## src/rtl/msi_cpu_cache_controller_if.sv

```systemverilog
// CPU, cache-unit and shared-bus signals of the MSI CPU-side cache controller.
// master: the controller; slave: the CPU / cache unit / bus environment around it.
interface msi_cpu_cache_controller_if #(
    parameter int ADDRESS_WIDTH = 16,
    parameter int DATA_WIDTH    = 16,
    parameter int TAG_WIDTH     = 8,
    parameter int INDEX_WIDTH   = 6,
    parameter int OFFSET_WIDTH  = 2
);
    logic                     cpu_read;
    logic                     cpu_write;
    logic [ADDRESS_WIDTH-1:0] cpu_address;
    logic [DATA_WIDTH-1:0]    cpu_data_in;
    logic [DATA_WIDTH-1:0]    cpu_data_out;
    logic                     cpu_done;

    logic [INDEX_WIDTH-1:0]   cache_index;
    logic [OFFSET_WIDTH-1:0]  cache_offset;
    logic [TAG_WIDTH-1:0]     cache_tag_in;
    logic [TAG_WIDTH-1:0]     cache_tag_out;
    logic [1:0]               cache_state_out;
    logic                     cache_hit;
    logic [DATA_WIDTH-1:0]    cache_data_out;
    logic [DATA_WIDTH-1:0]    cache_data_in;
    logic [1:0]               cache_state_in;
    logic                     cache_write_tag;
    logic                     cache_write_state;
    logic                     cache_write_data;

    logic                     bus_request;
    logic                     bus_grant;
    logic [ADDRESS_WIDTH-1:0] bus_address;
    logic                     bus_read;
    logic                     bus_read_exclusive;
    logic                     bus_invalidate;
    logic                     bus_write;
    logic [DATA_WIDTH-1:0]    bus_data_out;
    logic [DATA_WIDTH-1:0]    bus_data_in;
    logic                     bus_ack;

    modport master (
        input  cpu_read, cpu_write, cpu_address, cpu_data_in,
        input  cache_tag_out, cache_state_out, cache_hit, cache_data_out,
        input  bus_grant, bus_data_in, bus_ack,
        output cpu_data_out, cpu_done,
        output cache_index, cache_offset, cache_tag_in, cache_data_in, cache_state_in,
        output cache_write_tag, cache_write_state, cache_write_data,
        output bus_request, bus_address, bus_read, bus_read_exclusive,
        output bus_invalidate, bus_write, bus_data_out
    );

    modport slave (
        output cpu_read, cpu_write, cpu_address, cpu_data_in,
        output cache_tag_out, cache_state_out, cache_hit, cache_data_out,
        output bus_grant, bus_data_in, bus_ack,
        input  cpu_data_out, cpu_done,
        input  cache_index, cache_offset, cache_tag_in, cache_data_in, cache_state_in,
        input  cache_write_tag, cache_write_state, cache_write_data,
        input  bus_request, bus_address, bus_read, bus_read_exclusive,
        input  bus_invalidate, bus_write, bus_data_out
    );
endinterface

```

## src/rtl/msi_cpu_cache_controller.sv

```systemverilog
// CPU-side MSI controller: serves hits combinationally, otherwise arbitrates for the bus to
// upgrade, write back a dirty victim and fill the line word by word; bus beats stall on bus_grant.
module msi_cpu_cache_controller #(
    parameter int ADDRESS_WIDTH = 16,
    parameter int DATA_WIDTH    = 16,
    parameter int TAG_WIDTH     = 8,
    parameter int INDEX_WIDTH   = 6,
    parameter int OFFSET_WIDTH  = 2
) (
    input  logic                     clock,
    input  logic                     reset,
    msi_cpu_cache_controller_if.master ctl
);
    typedef enum logic [1:0] {S_IDLE, S_UPGRADE, S_WRITEBACK, S_FILL} state_e;

    localparam logic [1:0] ST_INVALID  = 2'd0;
    localparam logic [1:0] ST_SHARED   = 2'd1;
    localparam logic [1:0] ST_MODIFIED = 2'd2;

    state_e                  state_q, state_d;
    logic [OFFSET_WIDTH-1:0] count_q, count_d;

    logic [TAG_WIDTH-1:0]    req_tag;
    logic [INDEX_WIDTH-1:0]  req_index;
    logic [OFFSET_WIDTH-1:0] req_offset;
    logic                    beat;
    logic                    last_word;

    assign req_tag    = ctl.cpu_address[ADDRESS_WIDTH-1 -: TAG_WIDTH];
    assign req_index  = ctl.cpu_address[OFFSET_WIDTH +: INDEX_WIDTH];
    assign req_offset = ctl.cpu_address[OFFSET_WIDTH-1:0];
    assign beat       = ctl.bus_grant & ctl.bus_ack;
    assign last_word  = (count_q == {OFFSET_WIDTH{1'b1}});

    always_ff @(posedge clock) begin
        if (reset) begin
            state_q <= S_IDLE;
            count_q <= '0;
        end else begin
            state_q <= state_d;
            count_q <= count_d;
        end
    end

    always_comb begin
        state_d                = state_q;
        count_d                = count_q;
        ctl.cpu_done           = 1'b0;
        ctl.cpu_data_out       = '0;
        ctl.cache_index        = req_index;
        ctl.cache_offset       = req_offset;
        ctl.cache_tag_in       = req_tag;
        ctl.cache_data_in      = ctl.cpu_data_in;
        ctl.cache_state_in     = ST_INVALID;
        ctl.cache_write_tag    = 1'b0;
        ctl.cache_write_state  = 1'b0;
        ctl.cache_write_data   = 1'b0;
        ctl.bus_request        = (state_q != S_IDLE);
        ctl.bus_address        = {req_tag, req_index, count_q};
        ctl.bus_read           = 1'b0;
        ctl.bus_read_exclusive = 1'b0;
        ctl.bus_invalidate     = 1'b0;
        ctl.bus_write          = 1'b0;
        ctl.bus_data_out       = ctl.cache_data_out;

        case (state_q)
            S_IDLE: begin
                if (ctl.cpu_read || ctl.cpu_write) begin
                    if (!ctl.cache_hit) begin
                        state_d = (ctl.cache_state_out == ST_MODIFIED) ? S_WRITEBACK : S_FILL;
                    end else if (!ctl.cpu_write) begin
                        ctl.cpu_done     = 1'b1;
                        ctl.cpu_data_out = ctl.cache_data_out;
                    end else if (ctl.cache_state_out == ST_MODIFIED) begin
                        ctl.cache_write_data = 1'b1;
                        ctl.cpu_done         = 1'b1;
                    end else begin
                        state_d = S_UPGRADE;
                    end
                end
            end
            S_UPGRADE: begin
                ctl.bus_address = {req_tag, req_index, {OFFSET_WIDTH{1'b0}}};
                // A snoop may invalidate the line while we wait; then a full exclusive fill is needed.
                if (!ctl.cache_hit) begin
                    state_d = S_FILL;
                end else if (ctl.bus_grant) begin
                    ctl.bus_invalidate = 1'b1;
                    if (ctl.bus_ack) begin
                        ctl.cache_write_state = 1'b1;
                        ctl.cache_state_in    = ST_MODIFIED;
                        ctl.cache_write_data  = 1'b1;
                        ctl.cpu_done          = 1'b1;
                        state_d               = S_IDLE;
                    end
                end
            end
            S_WRITEBACK: begin
                ctl.cache_offset = count_q;
                ctl.bus_address  = {ctl.cache_tag_out, req_index, count_q};
                ctl.bus_write    = ctl.bus_grant;
                if (beat) begin
                    count_d = count_q + 1'b1;
                    if (last_word) begin
                        state_d = S_FILL;
                    end
                end
            end
            S_FILL: begin
                ctl.cache_offset       = count_q;
                ctl.cache_data_in      = ctl.bus_data_in;
                ctl.bus_read           = ctl.bus_grant & ~ctl.cpu_write;
                ctl.bus_read_exclusive = ctl.bus_grant & ctl.cpu_write;
                if (beat) begin
                    ctl.cache_write_data = 1'b1;
                    count_d              = count_q + 1'b1;
                    // Invalidate on the first word so a reset-aborted fill never leaves a valid, mixed line.
                    if (last_word) begin
                        ctl.cache_write_tag   = 1'b1;
                        ctl.cache_write_state = 1'b1;
                        ctl.cache_state_in    = ctl.cpu_write ? ST_MODIFIED : ST_SHARED;
                        state_d               = S_IDLE;
                    end else if (count_q == '0) begin
                        ctl.cache_write_state = 1'b1;
                    end
                end
            end
            default: state_d = S_IDLE;
        endcase
    end
endmodule
```

## src/flat_wrapper.sv

```systemverilog
// flat-port wrapper written by rule: the top's interface ports become plain ports
module msi_cpu_cache_controller_flat 
#(
    parameter int ADDRESS_WIDTH = 16,
    parameter int DATA_WIDTH    = 16,
    parameter int TAG_WIDTH     = 8,
    parameter int INDEX_WIDTH   = 6,
    parameter int OFFSET_WIDTH  = 2
)
  (clock, reset, ctl_cpu_read, ctl_cpu_write, ctl_cpu_address, ctl_cpu_data_in, ctl_cache_tag_out, ctl_cache_state_out, ctl_cache_hit, ctl_cache_data_out, ctl_bus_grant, ctl_bus_data_in, ctl_bus_ack, ctl_cpu_data_out, ctl_cpu_done, ctl_cache_index, ctl_cache_offset, ctl_cache_tag_in, ctl_cache_data_in, ctl_cache_state_in, ctl_cache_write_tag, ctl_cache_write_state, ctl_cache_write_data, ctl_bus_request, ctl_bus_address, ctl_bus_read, ctl_bus_read_exclusive, ctl_bus_invalidate, ctl_bus_write, ctl_bus_data_out);
  msi_cpu_cache_controller_if #(.ADDRESS_WIDTH(ADDRESS_WIDTH), .DATA_WIDTH(DATA_WIDTH), .TAG_WIDTH(TAG_WIDTH), .INDEX_WIDTH(INDEX_WIDTH), .OFFSET_WIDTH(OFFSET_WIDTH)) ctl_i ();
  input  logic clock;
  input  logic reset;
  input wire logic [$bits(ctl_i.cpu_read)-1:0] ctl_cpu_read;
  input wire logic [$bits(ctl_i.cpu_write)-1:0] ctl_cpu_write;
  input wire logic [$bits(ctl_i.cpu_address)-1:0] ctl_cpu_address;
  input wire logic [$bits(ctl_i.cpu_data_in)-1:0] ctl_cpu_data_in;
  input wire logic [$bits(ctl_i.cache_tag_out)-1:0] ctl_cache_tag_out;
  input wire logic [$bits(ctl_i.cache_state_out)-1:0] ctl_cache_state_out;
  input wire logic [$bits(ctl_i.cache_hit)-1:0] ctl_cache_hit;
  input wire logic [$bits(ctl_i.cache_data_out)-1:0] ctl_cache_data_out;
  input wire logic [$bits(ctl_i.bus_grant)-1:0] ctl_bus_grant;
  input wire logic [$bits(ctl_i.bus_data_in)-1:0] ctl_bus_data_in;
  input wire logic [$bits(ctl_i.bus_ack)-1:0] ctl_bus_ack;
  output wire logic [$bits(ctl_i.cpu_data_out)-1:0] ctl_cpu_data_out;
  output wire logic [$bits(ctl_i.cpu_done)-1:0] ctl_cpu_done;
  output wire logic [$bits(ctl_i.cache_index)-1:0] ctl_cache_index;
  output wire logic [$bits(ctl_i.cache_offset)-1:0] ctl_cache_offset;
  output wire logic [$bits(ctl_i.cache_tag_in)-1:0] ctl_cache_tag_in;
  output wire logic [$bits(ctl_i.cache_data_in)-1:0] ctl_cache_data_in;
  output wire logic [$bits(ctl_i.cache_state_in)-1:0] ctl_cache_state_in;
  output wire logic [$bits(ctl_i.cache_write_tag)-1:0] ctl_cache_write_tag;
  output wire logic [$bits(ctl_i.cache_write_state)-1:0] ctl_cache_write_state;
  output wire logic [$bits(ctl_i.cache_write_data)-1:0] ctl_cache_write_data;
  output wire logic [$bits(ctl_i.bus_request)-1:0] ctl_bus_request;
  output wire logic [$bits(ctl_i.bus_address)-1:0] ctl_bus_address;
  output wire logic [$bits(ctl_i.bus_read)-1:0] ctl_bus_read;
  output wire logic [$bits(ctl_i.bus_read_exclusive)-1:0] ctl_bus_read_exclusive;
  output wire logic [$bits(ctl_i.bus_invalidate)-1:0] ctl_bus_invalidate;
  output wire logic [$bits(ctl_i.bus_write)-1:0] ctl_bus_write;
  output wire logic [$bits(ctl_i.bus_data_out)-1:0] ctl_bus_data_out;
  assign ctl_i.cpu_read = ctl_cpu_read;
  assign ctl_i.cpu_write = ctl_cpu_write;
  assign ctl_i.cpu_address = ctl_cpu_address;
  assign ctl_i.cpu_data_in = ctl_cpu_data_in;
  assign ctl_i.cache_tag_out = ctl_cache_tag_out;
  assign ctl_i.cache_state_out = ctl_cache_state_out;
  assign ctl_i.cache_hit = ctl_cache_hit;
  assign ctl_i.cache_data_out = ctl_cache_data_out;
  assign ctl_i.bus_grant = ctl_bus_grant;
  assign ctl_i.bus_data_in = ctl_bus_data_in;
  assign ctl_i.bus_ack = ctl_bus_ack;
  assign ctl_cpu_data_out = ctl_i.cpu_data_out;
  assign ctl_cpu_done = ctl_i.cpu_done;
  assign ctl_cache_index = ctl_i.cache_index;
  assign ctl_cache_offset = ctl_i.cache_offset;
  assign ctl_cache_tag_in = ctl_i.cache_tag_in;
  assign ctl_cache_data_in = ctl_i.cache_data_in;
  assign ctl_cache_state_in = ctl_i.cache_state_in;
  assign ctl_cache_write_tag = ctl_i.cache_write_tag;
  assign ctl_cache_write_state = ctl_i.cache_write_state;
  assign ctl_cache_write_data = ctl_i.cache_write_data;
  assign ctl_bus_request = ctl_i.bus_request;
  assign ctl_bus_address = ctl_i.bus_address;
  assign ctl_bus_read = ctl_i.bus_read;
  assign ctl_bus_read_exclusive = ctl_i.bus_read_exclusive;
  assign ctl_bus_invalidate = ctl_i.bus_invalidate;
  assign ctl_bus_write = ctl_i.bus_write;
  assign ctl_bus_data_out = ctl_i.bus_data_out;
  msi_cpu_cache_controller #(.ADDRESS_WIDTH(ADDRESS_WIDTH), .DATA_WIDTH(DATA_WIDTH), .TAG_WIDTH(TAG_WIDTH), .INDEX_WIDTH(INDEX_WIDTH), .OFFSET_WIDTH(OFFSET_WIDTH)) u_core (.clock(clock), .reset(reset), .ctl(ctl_i));
endmodule
```

## config.mk

```make
export PLATFORM = sky130hd
export DESIGN_NAME = msi_cpu_cache_controller_flat
export DESIGN_NICKNAME = d
export VERILOG_FILES = /design/src/rtl/msi_cpu_cache_controller_if.sv /design/src/rtl/msi_cpu_cache_controller.sv /design/src/flat_wrapper.sv
export SDC_FILE = /design/constraint.sdc
export NUM_CORES = 1
export LEC_CHECK = 0
export CORE_ASPECT_RATIO = 0.75
export CORE_UTILIZATION = 25
export DETAILED_ROUTE_END_ITERATION = 8
export HOLD_SLACK_MARGIN = 0.02
export PLACE_DENSITY = 0.83
export SLEW_MARGIN = 10
export SYNTH_ARGS = -nofsm -noshare
export SYNTH_HDL_FRONTEND = slang
export SYNTH_SLANG_ARGS = --single-unit
```

## constraint.sdc

```tcl
create_clock -name clock -period 2.4 [get_ports clock]
set_input_delay 0.48 -clock clock [delete_from_list [all_inputs] [get_ports clock]]
set_output_delay 0.48 -clock clock [all_outputs]
set_load 0.02 [all_outputs]
```

==> out/results.txt <==
worst hold path class - reg2reg
gpl congestion - 0.7939
port buffer count - 153
Least-Margin Pin Slew - 0.3738 ns
Die Wd - 83.32 µm
vias in the first global route - 1,649
Post-DRT Antenna Nets - 0
status - completed
GRT Overall Usage - 0.1642
Rel. slew slack - 0.7482
Netlist cell types - 35
clk sinks - 4
FFs w/ async S/R, synth - 0
Fillers - 437
CP Launch Type - input pin
post-synthesis net count - 247
Arr. time, crit path - 1.86 ns
clock-pin slew on the worst setup and hold paths - 0.03 ns
largest net degree at the start of global routing - 17
Synth Flop Type - dfxtp_1
H-tree Lvls - 1
Nets - 376
clock latency on the worst-skew pair - 0.21 ns
Core ar. - 4598 µm²
CTS Buf Count - 3
Worst EP required - 1.92 ns
setup bufs post-CTS - 0
Clock Root Buffer - clkbuf_8
global-route wire length before repair - 7120 µm
Ports - 172
DIE HEIGHT - 62.99 µm
Routed WL - 4606 µm
vias per cell - 4.553
RSZ-0062 raised after global routing - false
PwrDens - 525.4 nW/µm²
HPWL after DPL - 4046 µm
leakage power - 1.262 nW
GRT overflow - 0
Seq cells post-synth - 4
fmax - 427.2 MHz
Starting Density - 0.2697
post-synthesis cell area - 1240 µm²
Pwr Total - 1.395 mW
DRT iter0 DRCs - 43
Critical Path Sink Type - output port
row count - 21
Clock Path Buffers - 2
final setup fails - 0
Post-synth EDFFs - 0
Cells after Synth - 158
Max-Cap Viols - 0
Area Growth Syn to Fin - 114.2%
CTS tree - yes
wire per inst - 13.47 µm
Hold Vio Cnt, Final - 0
non-filler cells, final - 342
Slew Viols, Final - 0
peak supply drop - 276.4 µV
Tmin final - 2.341 ns
via count - 1,557
total die area - 5248 µm²
initial antenna violation count - 0
number of diodes - 0
Cells after DPL - 339
Final period util - 0.9753
post-synthesis sequential area ratio - 0.06458
Pre-antenna DRT Iters - 4
Yosys warning total - 0
CP max FO - 16
post-synth top area share - 0.2180
Commonest cells post-synth - buf_4, and2_1, mux2_2, nor2_1
Yosys top cell by area - buf_4
layout cell share with drive strength beyond 1 - 0.1860
number of remaining DRC errors - 0
most common cell in the netlist - buf_4
clock skew - 0.00006532 ns
mean post-synth cell area - 7.848 µm²
synth top area cells - buf_4, mux2_2, and2_1
crit path kind - in2out
==> critical path, stage by stage <==
cell and delay (ns):
clkdlybuf4s50_1 0.43, and4b_1 0.31, buf_4 0.19, and2_1 0.13, dlygate4sd2_1 0.33
==> metal layers <==
layer	track usage	share of wire	vias to the layer above
li1	-	-	764
met1	0.1571	0.37	689
met2	0.3207	0.50	96
met3	0.06473	0.11	8
met4	0.05172	0.017	0
met5	0	0	-
==> final timing paths <==
| kind | startpoint | slack (ns) | end | cells after the start |
|---|---|---|---|---|
| setup / recovery | ctl_cpu_write | 0.06 | ctl_cpu_data_out[7] | 5 |
| hold / removal | u_core.count_q[1] | 0.58 | u_core.count_q[1] | 2 |
| setup reg to reg | u_core.state_q[0] | 0.45 | u_core.state_q[0] | 7 |
| hold reg to reg | u_core.count_q[1] | 0.58 | u_core.count_q[1] | 2 |
==> logic make-up after synthesis <==
group           after synthesis  share of synthesized area
fa+ha+maj                     8                    0.08073
flops                         4                    0.06458
xor+xnor                      1                   0.007065
buf+inv                      50                     0.2745
mux                          19                     0.1715
simple gates                 49                     0.2321
compound gates               27                     0.1695
==> state kept, by name, indices dropped and copies added (netlist names) <==
| signal | cells |
|---|---|
| u_core.count_q | 2 |
| u_core.state_q | 2 |
==> placed cells by master, fill, tap and decap left out, drive strengths merged <==
cell and instances:
inv 4, a41o 1, buf 17, dlygate4sd2 30
nand2b 2, nor2b 1, clkbuf 7, a21oi 5
o21a 2, clkdlybuf4s15 13, nand2 4, and3b 1
xor2 1, o41ai 1, nand3b 1, mux2 18
or4 1, and3 4, and2 22, nand4 1
o21ai 6, dfxtp 4, dlymetal6s2s 4, and4b 1
o221ai 1, nor2 10, ha 8, a2bb2oi 1
mux2i 1, nor4b 1, a22o 8, a211oi 2
clkdlybuf4s50 102
==> power breakdown <==
part / switching (mW) / internal (mW)
Combinational: 0.586 / 0.575
Clock: 0.0303 / 0.106
Sequential: 0.0132 / 0.0844
Total: 0.630 / 0.766
==> through the flow <==
step / setup slack (ns) / instance area (µm²) / hold WS (ns) / setup TNS, ns / util
2_1_floorplan: 0.3307 / 1240 / 0.4939 / 0 / -
3_3_place_gp: -0.2223 / 2645 / 0.5698 / -4.094 / 0.5752
3_5_place_dp: -0.2622 / 2645 / 0.5769 / -4.420 / 0.5752
4_1_cts: -0.07177 / 2639 / 0.5844 / -0.07177 / 0.5739
5_1_grt: 0.0004361 / 2656 / 0.6242 / 0 / 0.5777
6_report: 0.05932 / 2656 / 0.5753 / 0 / 0.5777
==> final cells by class <==
class	instances	area, µm²	area share
flip-flops and latches	4	81.33	0.03062
clock buffers	3	41.29	0.01554
repair buffers	170	1615	0.6081
well taps	57	71.32	0.02685
multi-input cells	104	832.0	0.3132
inverters	4	15.01	0.005652
==> what timing repair did <==
action,in CTS,in global routing
hold buffers,0,0
pin swaps,0,0
setup endpoints to repair,44,27
gates resized for setup,52,27
(Power assumes the default switching activity.)
